<file path="src/rtl/spi_frame_sched.sv">
// spi_frame_sched: packs FIFO sample bytes into fixed-length SPI frames
// led by a sequence/overflow header, with a guaranteed inter-frame gap.
module spi_frame_sched #(
  parameter int FRAME_BYTES = 16,
  parameter int SCK_DIV     = 2,
  parameter int GAP_CYCLES  = 8
) (
  input  logic       MCU_CLK_25_000,
  input  logic       RESET_N,
  input  logic       ENABLE,
  input  logic [5:0] FIFO_LEVEL,
  input  logic [7:0] FIFO_DATA,
  input  logic       FIFO_OVF,
  output logic       FIFO_RD,
  output logic       MCU_SS,
  output logic       MCU_SCK,
  output logic       MCU_MOSI,
  output logic       BUSY,
  output logic       FRAME_DONE
);

  typedef enum logic [2:0] {
    IDLE, SETUP, SHIFT, HOLD, GAP
  } state_t;

  localparam logic [3:0] DIV_M1  = 4'(SCK_DIV - 1);
  localparam logic [7:0] GAP_M1  = 8'(GAP_CYCLES - 1);
  localparam logic [5:0] N_BYTES = 6'(FRAME_BYTES);

  state_t     state;
  logic [3:0] div_cnt;
  logic [2:0] bit_cnt;
  logic [5:0] byte_cnt;
  logic [7:0] gap_cnt;
  logic [7:0] sh_reg;
  logic [7:0] pf_reg;
  logic       rd_q;
  logic       ovf_seen;
  logic [3:0] seq;
  logic       div_end;

  assign div_end = (div_cnt == DIV_M1);

  always_ff @(posedge MCU_CLK_25_000) begin
    if (!RESET_N) begin
      state      <= IDLE;
      div_cnt    <= '0;
      bit_cnt    <= '0;
      byte_cnt   <= '0;
      gap_cnt    <= '0;
      sh_reg     <= '0;
      pf_reg     <= '0;
      rd_q       <= 1'b0;
      ovf_seen   <= 1'b0;
      seq        <= '0;
      FIFO_RD    <= 1'b0;
      MCU_SS     <= 1'b1;
      MCU_SCK    <= 1'b0;
      MCU_MOSI   <= 1'b0;
      BUSY       <= 1'b0;
      FRAME_DONE <= 1'b0;
    end else begin
      FIFO_RD    <= 1'b0;
      FRAME_DONE <= 1'b0;
      rd_q       <= FIFO_RD;
      if (rd_q)
        pf_reg <= FIFO_DATA;
      if (FIFO_OVF)
        ovf_seen <= 1'b1;
      unique case (state)
        IDLE: begin
          if (ENABLE && FIFO_LEVEL >= N_BYTES) begin
            state    <= SETUP;
            MCU_SS   <= 1'b0;
            BUSY     <= 1'b1;
            FIFO_RD  <= 1'b1;
            sh_reg   <= {2'b10, ovf_seen, 1'b0, seq};
            MCU_MOSI <= 1'b1;
            ovf_seen <= FIFO_OVF;
            div_cnt  <= '0;
            bit_cnt  <= 3'd7;
            byte_cnt <= '0;
          end
        end
        SETUP: begin
          if (div_end) begin
            state   <= SHIFT;
            div_cnt <= '0;
          end else begin
            div_cnt <= div_cnt + 4'd1;
          end
        end
        SHIFT: begin
          if (!div_end) begin
            div_cnt <= div_cnt + 4'd1;
          end else begin
            div_cnt <= '0;
            MCU_SCK <= ~MCU_SCK;
            // everything below happens on the SCK falling edge
            if (MCU_SCK) begin
              if (bit_cnt != 3'd0) begin
                bit_cnt  <= bit_cnt - 3'd1;
                sh_reg   <= {sh_reg[6:0], 1'b0};
                MCU_MOSI <= sh_reg[6];
              end else if (byte_cnt == N_BYTES) begin
                state <= HOLD;
              end else begin
                byte_cnt <= byte_cnt + 6'd1;
                bit_cnt  <= 3'd7;
                sh_reg   <= pf_reg;
                MCU_MOSI <= pf_reg[7];
                FIFO_RD  <= (byte_cnt + 6'd1 != N_BYTES);
              end
            end
          end
        end
        HOLD: begin
          if (div_end) begin
            state      <= GAP;
            div_cnt    <= '0;
            gap_cnt    <= '0;
            MCU_SS     <= 1'b1;
            MCU_MOSI   <= 1'b0;
            FRAME_DONE <= 1'b1;
            seq        <= seq + 4'd1;
          end else begin
            div_cnt <= div_cnt + 4'd1;
          end
        end
        GAP: begin
          if (gap_cnt == GAP_M1) begin
            state <= IDLE;
            BUSY  <= 1'b0;
          end else begin
            gap_cnt <= gap_cnt + 8'd1;
          end
        end
        default: state <= IDLE;
      endcase
    end
  end

endmodule

</file>
<file path="config.mk">
export PLATFORM = sky130hd
export DESIGN_NAME = spi_frame_sched
export DESIGN_NICKNAME = d
export VERILOG_FILES = /design/src/rtl/spi_frame_sched.sv
export SDC_FILE = /design/constraint.sdc
export NUM_CORES = 1
export LEC_CHECK = 0
export ABC_AREA = 1
export ABC_CLOCK_PERIOD_IN_PS = 1350
export BUFFER_PORTS_ARGS = -buffer_cell sky130_fd_sc_hd__buf_2
export CORE_MARGIN = 2
export CORE_UTILIZATION = 53
export CTS_CLUSTER_DIAMETER = 200
export DETAILED_ROUTE_END_ITERATION = 8
export PLACE_DENSITY = 0.84
export SYNTH_ARGS = -nofsm -noshare
export SYNTH_HDL_FRONTEND = slang
export SYNTH_SLANG_ARGS = --single-unit
</file>
<file path="constraint.sdc">
create_clock -name MCU_CLK_25_000 -period 1.35 [get_ports MCU_CLK_25_000]
set_input_delay 0.2025 -clock MCU_CLK_25_000 [delete_from_list [all_inputs] [get_ports MCU_CLK_25_000]]
set_output_delay 0.2025 -clock MCU_CLK_25_000 [all_outputs]
set_load 0.01 [all_outputs]
</file>
==> results of run 1 <==
[metal layers]
layer  vias to the layer above  routed length (um)  track usage (%)  share of wire (%)
met2                       185                4320             49.3                 48
met3                        47                 723             5.22                8.1
li1                       1407                   -                -                  -
met1                      1416                3460             34.0                 39
met4                         0                 404             11.1                4.5
met5                         -                   0                0                  0
[through the flow]
stage / instances / utilization, % / power [W] / setup TNS [ps] / hold slack, ps
after floorplan: 387 / - / 0.00362 / 0 / 337
after global routing: 538 / 80.2 / 0.00715 / -3970 / 113
after global placement: 513 / 66.2 / 0.00438 / -1940 / 422
after CTS: 533 / 74.7 / 0.00608 / -234 / 95.3
final: 538 / 80.2 / 0.00686 / -2120 / 92.7
after detailed placement: 513 / 66.2 / 0.00448 / -3470 / 429
[kinds of logic (layout without fill, tap and decap cells)]
kind of cell | count (synthesis) | count (layout) | synth area share [%]
compound gates | 67 | 67 | 14.2
flops | 51 | 51 | 38.3
buf+inv | 56 | 138 | 8.46
fa+ha+maj | 6 | 6 | 2.82
simple gates | 205 | 207 | 35.6
xor+xnor | 2 | 2 | 0.658
[repair_timing]
item	CTS	global route
gates cloned	2	0
resized for setup	67	69
setup buffers	10	6
pin swaps	22	31
hold endpoints to repair	0	0
setup endpoints to repair	34	39
[worst paths after layout]
check	startpoint	to	slack [ps]
worst max-delay path	bit_cnt[1]	MCU_MOSI	-140
worst max register to register	bit_cnt[1]	MCU_MOSI	-140
worst min register to register	FIFO_RD	rd_q	470
worst min-delay path	FIFO_DATA[0]	pf_reg[0]	90
[critical path, cell delays in order, from the launching register on]
cell and delay, ps:
sky130_fd_sc_hd__dfxtp_2 370, sky130_fd_sc_hd__inv_2 60, sky130_fd_sc_hd__ha_4 170, sky130_fd_sc_hd__nand2_8 110, sky130_fd_sc_hd__inv_4 40, sky130_fd_sc_hd__nor2_4 170, sky130_fd_sc_hd__nand2_1 110, sky130_fd_sc_hd__nand2_1 110
sky130_fd_sc_hd__a21oi_1 60, sky130_fd_sc_hd__nand2_1 90, sky130_fd_sc_hd__nand2_1 50, sky130_fd_sc_hd__nor2_1 100
[power groups by stage]
stage	Sequential, W	Combinational [W]	Clock, W
2_1_floorplan	0.00190	0.00172	0
6_report	0.00195	0.00394	0.000974
3_5_place_dp	0.00190	0.00258	0
3_3_place_gp	0.00189	0.00249	0
4_1_cts	0.00189	0.00323	0.000959
5_1_grt	0.00196	0.00417	0.00102
[layout by cell type (no fill, tap or decap), types with 2 or more instances in the layout]
master / instances
sky130_fd_sc_hd__nand4_1: 6
sky130_fd_sc_hd__inv_6: 2
sky130_fd_sc_hd__inv_2: 9
sky130_fd_sc_hd__clkbuf_8: 5
sky130_fd_sc_hd__buf_6: 14
sky130_fd_sc_hd__nor2_2: 9
sky130_fd_sc_hd__buf_2: 19
sky130_fd_sc_hd__dfxtp_4: 3
sky130_fd_sc_hd__nand3_1: 17
sky130_fd_sc_hd__nor2_1: 55
sky130_fd_sc_hd__a31o_2: 2
sky130_fd_sc_hd__dfxtp_1: 41
sky130_fd_sc_hd__a21oi_1: 14
sky130_fd_sc_hd__inv_8: 2
sky130_fd_sc_hd__nand2_8: 3
sky130_fd_sc_hd__nand2_2: 22
sky130_fd_sc_hd__a21oi_2: 14
sky130_fd_sc_hd__nand2_1: 61
sky130_fd_sc_hd__nor3_4: 2
sky130_fd_sc_hd__ha_4: 3
sky130_fd_sc_hd__o21ai_2: 3
sky130_fd_sc_hd__nor3_1: 2
sky130_fd_sc_hd__nor2_4: 12
sky130_fd_sc_hd__nand3_2: 4
sky130_fd_sc_hd__inv_1: 33
sky130_fd_sc_hd__o211ai_1: 2
sky130_fd_sc_hd__o21ai_1: 13
sky130_fd_sc_hd__ha_1: 2
sky130_fd_sc_hd__o21ai_0: 14
sky130_fd_sc_hd__dfxtp_2: 7
sky130_fd_sc_hd__inv_4: 4
sky130_fd_sc_hd__nand3_4: 4
sky130_fd_sc_hd__nand2_4: 7
sky130_fd_sc_hd__buf_4: 48
[final cells by class]
type                            instances  share of cell area, %
Sequential cell                        51                   27.1
Clock inverter                          3                  0.717
Multi-Input combinational cell        282                   46.7
Clock buffer                            5                   1.79
Inverter                               49                   5.51
Timing Repair Buffer                   81                   16.0
Tap cell                               67                   2.18
==> impl.org, run 1 <==
** Layout
- Antenna diode instance count :: 0
- In the final layout, the multi-input gates occupy 1790 sq um.
- Layout Area Growth over Synthesis :: 44.1%
- The post-route netlist has between 40% and 50% of its cells at a drive strength greater than 1.
- After routing the design area is between 3000 and 4000 sq um.
- Sequential cell area :: approximately 1000 sq um
- The net count of the finished layout is ~490.
- Final-layout fill cell count :: around 290

** Pwr
- Summed over all cells, the static leakage comes to ~1.6 nW.
- Combinational group share of total power :: roughly 57%
- In this run, the clock network consumes between 10% and 20% of the power.
- P_sw :: 0.00319 W
- Power density relative to cell area :: between 1500 and 2000 nW/um^2
- In this run, flip-flops and latches consume ~28% of the power.
- Cell internal power was estimated by the tool at ~0.0037 W.
- Across the VDD grid, the largest voltage drop is 978 uV.
- Switching share of power :: a little under half

** Setup path
- Of all nets on the critical path, the largest fanout is 5.
- The critical path in this run is classified as flop to flop.
- Launching element type of the critical path :: flop
- STA classifies the critical path endpoint as a flop.
- STA puts the critical path data required time at about 1600 ps.
- Worst reg-to-reg path cell count :: 11
- Data arrival time of the critical path :: between 1500 and 2000 ps

** Global routing
- The via count of the first global-routing pass came to around 2700.
- The first global-routing pass estimated roughly 12000 um of wire.
- The total overflow left after global routing is 0.
- Pin count of the biggest net entering global routing :: 28
- Global routing used approximately 28% of the available tracks across all layers.
- The initial antenna violation count was 0.

** Die
- Boundary Pins :: 24
- In this run the horizontal extent of the chip is ~75 um.
- In this run the standard cell core region covers 4790 sq um.
- Once the floorplan was initialized, standard cells occupied 55.7% of the core.
- Number of rows in the core area :: 25
- Y dimension of the die :: around 75 um
- The die covers 5610 sq um.

** Min path
- The min-delay analysis places its worst path in the category input pin to flop.
- Counting instances, the worst hold path has a depth of 3.

** Yosys
- The netlist uses 35 different library cells.
- Fraction of synthesized cell area taken by the top area cell type :: around two fifths
- Post-synth top cells :: 82 x sky130_fd_sc_hd__nand2_1, 69 x sky130_fd_sc_hd__nor2_1, 51 x sky130_fd_sc_hd__dfxtp_1
- Number of warnings reported in the yosys synthesis log :: 0
- In the synthesized netlist the dominant register cell turns out to be sky130_fd_sc_hd__dfxtp_1.
- Number of enable flip-flop cells after synthesis :: 0
- Of all cell types, the one taking the most synthesized area is sky130_fd_sc_hd__dfxtp_1.
- FF+latch count, synth :: just over 50
- After synthesis the cells add up to around 2700 sq um.
- After synthesis, the mean cell area works out to ~6.9 sq um.
- Largest cells by area after synthesis :: sky130_fd_sc_hd__dfxtp_1 38%, sky130_fd_sc_hd__nand2_1 12%, sky130_fd_sc_hd__nor2_1 9.7%, sky130_fd_sc_hd__inv_1 5.8%, sky130_fd_sc_hd__a21oi_1 4.3%
- The most common cell in the synthesized netlist is sky130_fd_sc_hd__nand2_1.
- Synthesis produced a netlist with a net count of 411.
- Post-Synthesis Cells :: slightly below 400
- After synthesis, flip-flops and latches occupy around two fifths of the total area.
- Fraction of registers with async set/reset :: 0%

** Route
- For this run, the detailed router's first-pass iteration total came to 5.
- Total wire length :: between 8000 and 9000 um
- Mean routed wirelength per cell :: roughly 17 um
- Total vias in the final route :: 3055
- After detailed routing, the number of remaining DRC violations is 0.
- Number of routed nets with antenna violations :: 0
- After detailed routing, the number of vias per cell comes to around 5.7.
- The first routing iteration left 270 violations.

** Status
- The checks that failed: setup timing.
- Run status :: finished, violations left

** Placement
- OpenSTA, run right after detailed placement, puts the worst setup slack at -207 ps.
- Detailed placement finished with a half-perimeter wire length of 4670 um.
- At the end of routability-driven placement, the weighted congestion stood at slightly below 0.9.
- Cell area after placement :: around 3200 sq um
- In this run the tool buffered the top-level ports with 19 buffer cells.

** CTS
- CTS Hold Bufs :: 0
- H-tree depth :: 2
- Clock-pin slew was measured on the worst setup and hold paths at approximately 110 ps.
- TritonCTS clock tree :: built
- Clock tree synthesis inserted a total of 5 buffers.
- The clock net in this run drives a total of about 50 sinks.
- Buffer levels on the longest clock path :: 2
- Clock latency on the worst-skew pair, taken at its later pin, is ~320 ps.
- Root Driver :: sky130_fd_sc_hd__clkbuf_8

** STA
- Measured against its own limit, the worst slew margin works out to 67.9%.
- Final setup slack of the worst path :: -136 ps
- Final Hold Viols :: 0
- Max Fclk :: approximately 670 MHz
- Final min period :: 1490 ps
- For the pin with the worst max-slew slack, the measured transition is about 480 ps.
- Setup violations remaining at the end of the flow were counted as 27.
- Final clock period utilization by the worst path :: 110%
- Setup repair after global routing could not meet its margin everywhere.
- Layout Skew :: 10.9 ps
- Pins over their slew limit :: 0

** Job
- Across the run, the number of max-cap violations was 0.
Power figures use the tool's default switching activity.
==> run 2: changes to the inputs <==
Settings changed: ABC_AREA 1 to 0, ABC_CLOCK_PERIOD_IN_PS 1350 to not set.
==> run 2 against run 1 <==
The run still ends with setup timing left. Setup slack lost 310 ps. Design area is 3.0% higher. First-iteration DRC count increased by 10%. Global-route usage grew 2.7 points. Total power fell by 40%. Clock power increased by 32%. Flip-flop and latch count unchanged. Critical path depth is 6 lower.
==> impl.org, run 2 <==
** Die
- Boundary Pins :: 24 (unchanged)
- Initial standard-cell utilization of the core :: 55.7% (about the same)
- The width of the die came to 75.2 um (was 74.9 um).
- Standard cell core area :: 4820 sq um (was 4790 sq um)
- Area of the die :: 5650 sq um (was 5610 sq um)
- Number of rows in the core area :: 25 (unchanged)
- Y dimension of the die :: 75.2 um (was 74.9 um)

** CTS
- Root Driver :: sky130_fd_sc_hd__clkbuf_8 (unchanged)
- Buffer levels on the longest clock path :: 2 (unchanged)
- Clock Sink Count :: 51 (unchanged)
- Total clock buffers created by CTS :: 5 (unchanged)
- H-tree depth :: 2 (unchanged)
- The count of hold buffers inserted by post-cts repair came to 0 (unchanged).
- Clock-pin slew on the worst setup and hold paths :: 110 ps (about the same)
- TritonCTS clock tree :: built (unchanged)
- The clock latency on the worst-skew pair was 320 ps (about the same).

** Route
- Number of iterations in the first detailed-routing pass :: 5 (unchanged)
- Mean routed wirelength per cell :: 21.8 um (was 16.6 um)
- Drt first-iter violations :: 298 (was 270)
- The detailed-route vias per instance was 6.51 (was 5.68).
- The number of design rule violations left after detail routing came to 0 (unchanged).
- The vias after detailed routing is 3066 (was 3055).
- Number of routed nets with antenna violations :: 0 (unchanged)
- Total wire length :: 10200 um (was 8910 um)

** STA
- Final min period :: 1800 ps (was 1490 ps)
- Setup repair after global routing missed its margin :: true (unchanged)
- The period utilization came to 133% (was 110%).
- The pin slew with the least headroom to its limit came to 371 ps (was 476 ps).
- Setup violations, final :: 38 (was 27)
- Pins over their slew limit :: 0 (unchanged)
- The maximum achievable frequency is 557 MHz (was 673 MHz).
- Final Hold Viols :: 0 (unchanged)
- Slew HR :: 75.1% (was 67.9%)
- Layout Skew :: 14.5 ps (was 10.9 ps)
- Final setup slack of the worst path :: -445 ps (was -136 ps)

** Setup path
- The type of the setup path with the least slack is flop to flop (unchanged).
- The element type at the critical path start is a flop (unchanged).
- The category of the worst setup path capture point is a flop (unchanged).
- Endpoint required time on the critical path :: 1550 ps (was 1620 ps)
- Maximum fanout along the worst path :: 5 (unchanged)
- Data arrival time of the critical path :: 1990 ps (was 1750 ps)

** Layout
- Area occupied by multi-input gates :: 1850 sq um (was 1790 sq um)
- The post-route cell area is 3950 sq um (was 3840 sq um).
- The most frequent standard cell in the layout excluding fill and tap cells is sky130_fd_sc_hd__buf_4 (was sky130_fd_sc_hd__nand2_1).
- Top library cells by usage in the layout, fill and taps aside :: 70 x sky130_fd_sc_hd__buf_4, 41 x sky130_fd_sc_hd__dfxtp_1, 37 x sky130_fd_sc_hd__nand2_1 (was 61 x sky130_fd_sc_hd__nand2_1, 55 x sky130_fd_sc_hd__nor2_1, 48 x sky130_fd_sc_hd__buf_4)
- The ratio of cells with drive above 1 in the final layout is 45.8% (was 43.7%).
- The storage element area came to 1040 sq um (about the same).
- The number of antenna cells inserted came to 0 (unchanged).
- Layout Area Growth over Synthesis :: 47.3% (was 44.1%)
- Final-layout fill cell count :: 256 (was 285)
- Nets :: 427 (was 494)

** Global routing
- Via count of the first global-routing pass :: 2775 (was 2690)
- The global route total overflow is 0 (unchanged).
- GRT Overall Usage :: 30.9% (was 28.1%)
- The initial antenna violation count is 0 (unchanged).
- The maximum number of pins on one net before global-route repair is 23 (was 28).
- The wire length of the first global-routing pass came to 13100 um (was 12000 um).

** Yosys
- The part of the Yosys area used for sequential elements came to 38.0% (was 38.3%).
- Fraction of registers with async set/reset :: 0% (unchanged)
- Predominant post-synthesis flop cell :: sky130_fd_sc_hd__dfxtp_1 (unchanged)
- Fraction of synthesized cell area taken by the top area cell type :: 38.0% (was 38.3%)
- Post-synthesis average cell area :: 8.49 sq um (was 6.88 sq um)
- The number of enable-type register cells in the synthesized netlist was 0 (unchanged).
- The netlist area before placement is 2680 sq um (was 2660 sq um).
- The number of distinct library cells after synthesis came to 52 (was 35).
- Post-synth top cells: 51 x sky130_fd_sc_hd__dfxtp_1, 43 x sky130_fd_sc_hd__nand2_1, 27 x sky130_fd_sc_hd__nor2_1 (was 82 x sky130_fd_sc_hd__nand2_1, 69 x sky130_fd_sc_hd__nor2_1, 51 x sky130_fd_sc_hd__dfxtp_1).
- Synth Net Count :: 340 (was 411)
- The count of mapped cells out of synthesis came to 316 (was 387).
- The largest area contributor in the synthesized netlist was sky130_fd_sc_hd__dfxtp_1 (unchanged).
- FF+latch count, synth :: 51 (unchanged)
- Leading cell type by number of instances after synthesis :: sky130_fd_sc_hd__dfxtp_1 (was sky130_fd_sc_hd__nand2_1)
- Number of warnings reported in the yosys synthesis log :: 0 (unchanged)
- Largest cells by area after synthesis: sky130_fd_sc_hd__dfxtp_1 38%, sky130_fd_sc_hd__mux2i_1 7.1%, sky130_fd_sc_hd__nand2_1 6.0%, sky130_fd_sc_hd__nor2_1 3.8%, sky130_fd_sc_hd__nand3_1 3.2% (was sky130_fd_sc_hd__dfxtp_1 38%, sky130_fd_sc_hd__nand2_1 12%, sky130_fd_sc_hd__nor2_1 9.7%, sky130_fd_sc_hd__inv_1 5.8%, sky130_fd_sc_hd__a21oi_1 4.3%).

** Job
- Max cap viols :: 0 (unchanged)

** Pwr
- The largest vdd supply drop came to 872 uV (was 978 uV).
- The leakage dissipation came to 1.57 nW (was 1.65 nW).
- The overall power after layout was 0.00413 W (was 0.00686 W).
- The power density normalized to cell area was 1040 nW/um^2 (was 1790 nW/um^2).

** Placement
- DP HPWL :: 5020 um (was 4670 um)
- Cell area after placement :: 3380 sq um (was 3170 sq um)
- Port Buffers :: 19 (unchanged)
- The final RePlAce weighted congestion was 0.850 (was 0.882).

** Min path
- Hold Path Class :: input pin to flop (unchanged)

** Status
- Run status :: finished, violations left (unchanged)
- Violations in the final reports :: setup timing (unchanged)
[run 2: path summary, 6_finish.rpt]
kind	startpoint	cells after the start	end	slack, ps
worst max-delay path	div_cnt[1]	5	byte_cnt[0]	-450
worst min-delay path	FIFO_OVF	3	ovf_seen	100
worst max register to register	div_cnt[1]	5	byte_cnt[0]	-450
worst min register to register	sh_reg[3]	2	sh_reg[3]	470
[run 2: per-stage QoR]
step           setup slack (ps)  utilization [%]  setup TNS [ps]  std cells  hold slack, ps
3_5_place_dp               -355             70.2          -10130        449             416
2_1_floorplan              -404                -           -6560        316             320
5_1_grt                    -468             82.1          -12270        471             136
4_1_cts                    -273             76.4           -7750        462            96.6
6_report                   -445             82.1          -11000        471            97.7
3_3_place_gp               -323             70.2           -9290        449             410
[run 2: power breakdown]
group	total, W	internal (W)	switching [W]
Clock	0.00129	0.000741	0.000545
Sequential	0.00166	0.00158	0.0000808
Combinational	0.00118	0.000554	0.000627
Total	0.00413	0.00288	0.00125
[run 2: kinds of logic after synthesis]
family,synth area share (%)
compound gates,19.8
flops,38.0
simple gates,24.6
fa+ha+maj,2.80
mux,7.93
xor+xnor,2.28
buf+inv,4.57
[run 2: what timing repair did]
| action | in CTS | in global routing |
|---|---|---|
| hold endpoints to repair | 0 | 0 |
| gates cloned | 1 | 1 |
| endpoints found under the setup margin | 40 | 40 |
| pin swaps | 13 | 22 |
| setup buffers | 4 | 9 |
| gates resized for setup | 35 | 50 |
[run 2: routing by layer]
| metal | global-route usage [%] | wire length (um) | part of all wire, % |
|---|---|---|---|
| met5 | 0 | 0 | 0 |
| met4 | 14.4 | 486 | 4.7 |
| met3 | 7.23 | 920 | 9.0 |
| met2 | 53.4 | 4860 | 47 |
| met1 | 36.1 | 3980 | 39 |
[run 2: layout make-up]
type	count	share of cell area [%]
multi-input cells	233	46.8
clock inverters	2	1.52
repair buffers	104	20.7
clock buffers	6	1.84
well taps	67	2.12
inverters	8	0.760
flip-flops and latches	51	26.3
[run 2: worst max-delay path, cell delays in order, from the launching register on]
cell	delay (ps)
sky130_fd_sc_hd__dfxtp_2	330
sky130_fd_sc_hd__or4b_4	590
sky130_fd_sc_hd__a2111oi_4	280
sky130_fd_sc_hd__buf_4	220
sky130_fd_sc_hd__nand4_1	120
sky130_fd_sc_hd__o311ai_1	120
==> run 3: changes to the inputs <==
Settings changed: CORE_UTILIZATION 53 to 56, PLACE_DENSITY 0.84 to 0.76.
Clock period 1.35 ns to 2.3 ns, I/O delays scaled along.
==> run 3 against run 2 <==
Setup slack better by 690 ps. Critical path depth is 1 lower. Worst hold slack better by 160 ps. The run now ends clean. Register-to-register slack improved by 690 ps. Sequential power down 42%.
==> impl.org, run 3 (synthesis results as in run 2) <==
** CTS
- TritonCTS clock tree :: built (unchanged)
- The clock-pin slew on the worst setup and hold paths was 100 ps (was 110 ps).
- Worst-Skew Late Latency :: 310 ps (was 320 ps)
- The maximum level of the CTS H-tree was 2 (unchanged).
- Clock Sink Count :: 51 (unchanged)
- The cell chosen for the clock root was sky130_fd_sc_hd__clkbuf_8 (unchanged).
- The number of buffers created by CTS came to 5 (unchanged).
- The count of hold buffers inserted by post-cts repair is 0 (unchanged).
- Buffer levels on the longest clock path :: 2 (unchanged)

** Route
- DRC violations left :: 0 (unchanged)
- The vias after detailed routing came to 2307 (was 3066).
- Total wire length :: 5770 um (was 10200 um)
- The iteration-0 DRC count of the detailed router came to 143 (was 298).
- Number of iterations in the first detailed-routing pass :: 4 (was 5)
- The detailed-route vias per instance was 6.02 (was 6.51).
- Mean routed wirelength per cell :: 15.1 um (was 21.8 um)
- Number of routed nets with antenna violations :: 0 (unchanged)

** STA
- Sum of negative setup slack :: 0 ps (was -11000 ps)
- Final min period :: 2060 ps (was 1800 ps)
- The tightest slew margin relative to the limit came to 48.6% (was 75.1%).
- The pin slew with the least headroom to its limit is 770 ps (was 371 ps).
- The max-slew violation count is 0 (unchanged).
- The maximum achievable frequency was 486 MHz (was 557 MHz).
- The number of failing setup endpoints in the final timing report is 0 (was 38).
- Layout Skew :: 15.1 ps (was 14.5 ps)
- Final clock period utilization by the worst path :: 89.4% (was 133%)
- Setup repair after global routing missed its margin: false (was true).
- Final Hold Viols :: 0 (unchanged)

** Setup path
- Maximum fanout along the worst path :: 7 (was 5)
- Buffer and inverter count on the worst path :: 0 (was 1)
- The library cell contributing the largest single delay on the critical path was sky130_fd_sc_hd__or4b_1 (was sky130_fd_sc_hd__or4b_4).
- CP cell instances: or4b_1 -> a2111oi_4 -> nand2_2 -> o311ai_2 (was or4b_4 -> a2111oi_4 -> buf_4 -> nand4_1 -> o311ai_1).
- The data arrival at the endpoint of the critical path is 2280 ps (was 1990 ps).
- The logic depth of the worst path, buffers included is 4 (was 5).
- The category of the worst setup path capture point is a flop (unchanged).
- Launching element type of the critical path :: flop (unchanged)
- The cell family with the largest share of critical-path delay was simple AND/OR/NAND/NOR gates (unchanged).
- The type of the setup path with the least slack is flop to flop (unchanged).
- Endpoint required time on the critical path :: 2520 ps (was 1550 ps)
- CP max stage delay :: 720 ps (was 590 ps)
- The worst-case reg-to-reg path depth was 4 (was 5).

** Placement
- The count of port buffers added during placement is 19 (unchanged).
- Global placement routability congestion :: 0.845 (was 0.850)
- DP HPWL :: 3910 um (was 5020 um)

** Global routing
- The global-route layer with the greatest usage is met2 (unchanged).
- The met3 usage came to 3.59% (was 7.23%).
- The maximum number of pins on one net before global-route repair came to 26 (was 23).
- The met1 track utilization from global routing is 32.6% (was 36.1%).
- Global-route met2 utilization :: 36.7% (was 53.4%)
- The via count of the first global-routing pass came to 2137 (was 2775).
- GRT Overall Usage :: 23.3% (was 30.9%)
- Initial antenna violation count :: 0 (unchanged)
- The wire length of the first global-routing pass was 9890 um (was 13100 um).
- Remaining global-route overflow :: 0 (unchanged)

** Die
- Area of the die :: 5360 sq um (was 5650 sq um)
- The effective utilization at floorplan came to 57.6% (was 55.7%).
- The placeable core region was 4660 sq um (was 4820 sq um).
- The width of the die is 73.2 um (was 75.2 um).
- Boundary Pins :: 24 (unchanged)
- The floorplan row count was 25 (unchanged).
- Y dimension of the die :: 73.2 um (was 75.2 um)

** Pwr
- Largest vdd supply drop :: 422 uV (was 872 uV)
- Power density relative to cell area :: 668 nW/um^2 (was 1040 nW/um^2)
- Standby leakage power :: 1.09 nW (was 1.57 nW)
- Power Total :: 0.00198 W (was 0.00413 W)

** Layout
- The storage element area was 1020 sq um (was 1040 sq um).
- Antenna diode instance count :: 0 (unchanged)
- The fill cell instance count of the final layout was 411 (was 256).
- Layout Area Growth over Synthesis :: 10.3% (was 47.3%)
- Area occupied by multi-input gates :: 1560 sq um (was 1850 sq um)
- Fraction of final layout cells with drive strength greater than 1 :: 16.1% (was 45.8%)
- Core utilization of the finished layout :: 63.5% (was 82.1%)
- The final net count is 353 (was 427).
- The most frequent standard cell in the layout excluding fill and tap cells is sky130_fd_sc_hd__dfxtp_1 (was sky130_fd_sc_hd__buf_4).
- Top library cells by usage in the layout, fill and taps aside :: 51 x sky130_fd_sc_hd__dfxtp_1, 43 x sky130_fd_sc_hd__nand2_1, 27 x sky130_fd_sc_hd__nor2_1 (was 70 x sky130_fd_sc_hd__buf_4, 41 x sky130_fd_sc_hd__dfxtp_1, 37 x sky130_fd_sc_hd__nand2_1)

** Min path
- The class of the most critical hold timing path was input pin to flop (unchanged).
- Number of cells on the worst hold path :: 3 (unchanged)

** Status
- Run status: finished clean (was finished, violations left).

** Job
- Max cap viols :: 0 (unchanged)
-- run 3: changes by cell type in the layout (fill, tap and decap cells not counted), sizes merged --
cell	change
buf	-73
clkinvlp	+1
clkbuf	-2
bufinv	-1
-- run 3: cell type report --
| class | instances | share of cell area (%) |
|---|---|---|
| Clock inverter | 2 | 1.27 |
| Sequential cell | 51 | 34.5 |
| Inverter | 8 | 1.01 |
| Timing Repair Buffer | 30 | 6.00 |
| Tap cell | 54 | 2.28 |
| Clock buffer | 5 | 2.33 |
| Multi-Input combinational cell | 233 | 52.6 |
-- run 3: per-stage QoR --
step	worst slack (ps)	std cells	hold slack (ps)	area [sq um]
CTS	185	383	262	2950
global placement	236	376	445	2840
detailed placement	198	376	451	2840
global route	89.9	383	269	2960
finish	243	383	262	2960
floorplan	534	316	435	2680
-- run 3: what timing repair did --
item	in CTS	in global routing
buffers inserted	0	0
resized for setup	0	1
endpoints found under the setup margin	0	2
-- run 3: per-layer routing --
| layer | up-vias | wire length, um |
|---|---|---|
| li1 | 1172 | - |
| met1 | 1089 | 2840 |
| met2 | 39 | 2640 |
| met3 | 7 | 221 |
| met4 | 0 | 71 |
| met5 | - | 0 |
-- run 3: final timing paths --
kind | from | end | slack [ps]
hold / removal | FIFO_DATA[6] | pf_reg[6] | 260
setup reg to reg | div_cnt[1] | byte_cnt[5] | 240
setup / recovery | div_cnt[1] | byte_cnt[5] | 240
hold reg to reg | sh_reg[5] | sh_reg[5] | 460
-- run 3: tightest hold or removal path, stage by stage --
cell and delay (ps):
sky130_fd_sc_hd__buf_2 70, sky130_fd_sc_hd__mux2i_1 50, sky130_fd_sc_hd__nor2_1 70
-- run 3: where the power goes --
group / internal, W / leakage (nW) / switching, W
Sequential: 0.000924 / 0.414 / 0.0000416
Combinational: 0.000154 / 0.624 / 0.000229
Clock: 0.000319 / 0.0502 / 0.000309
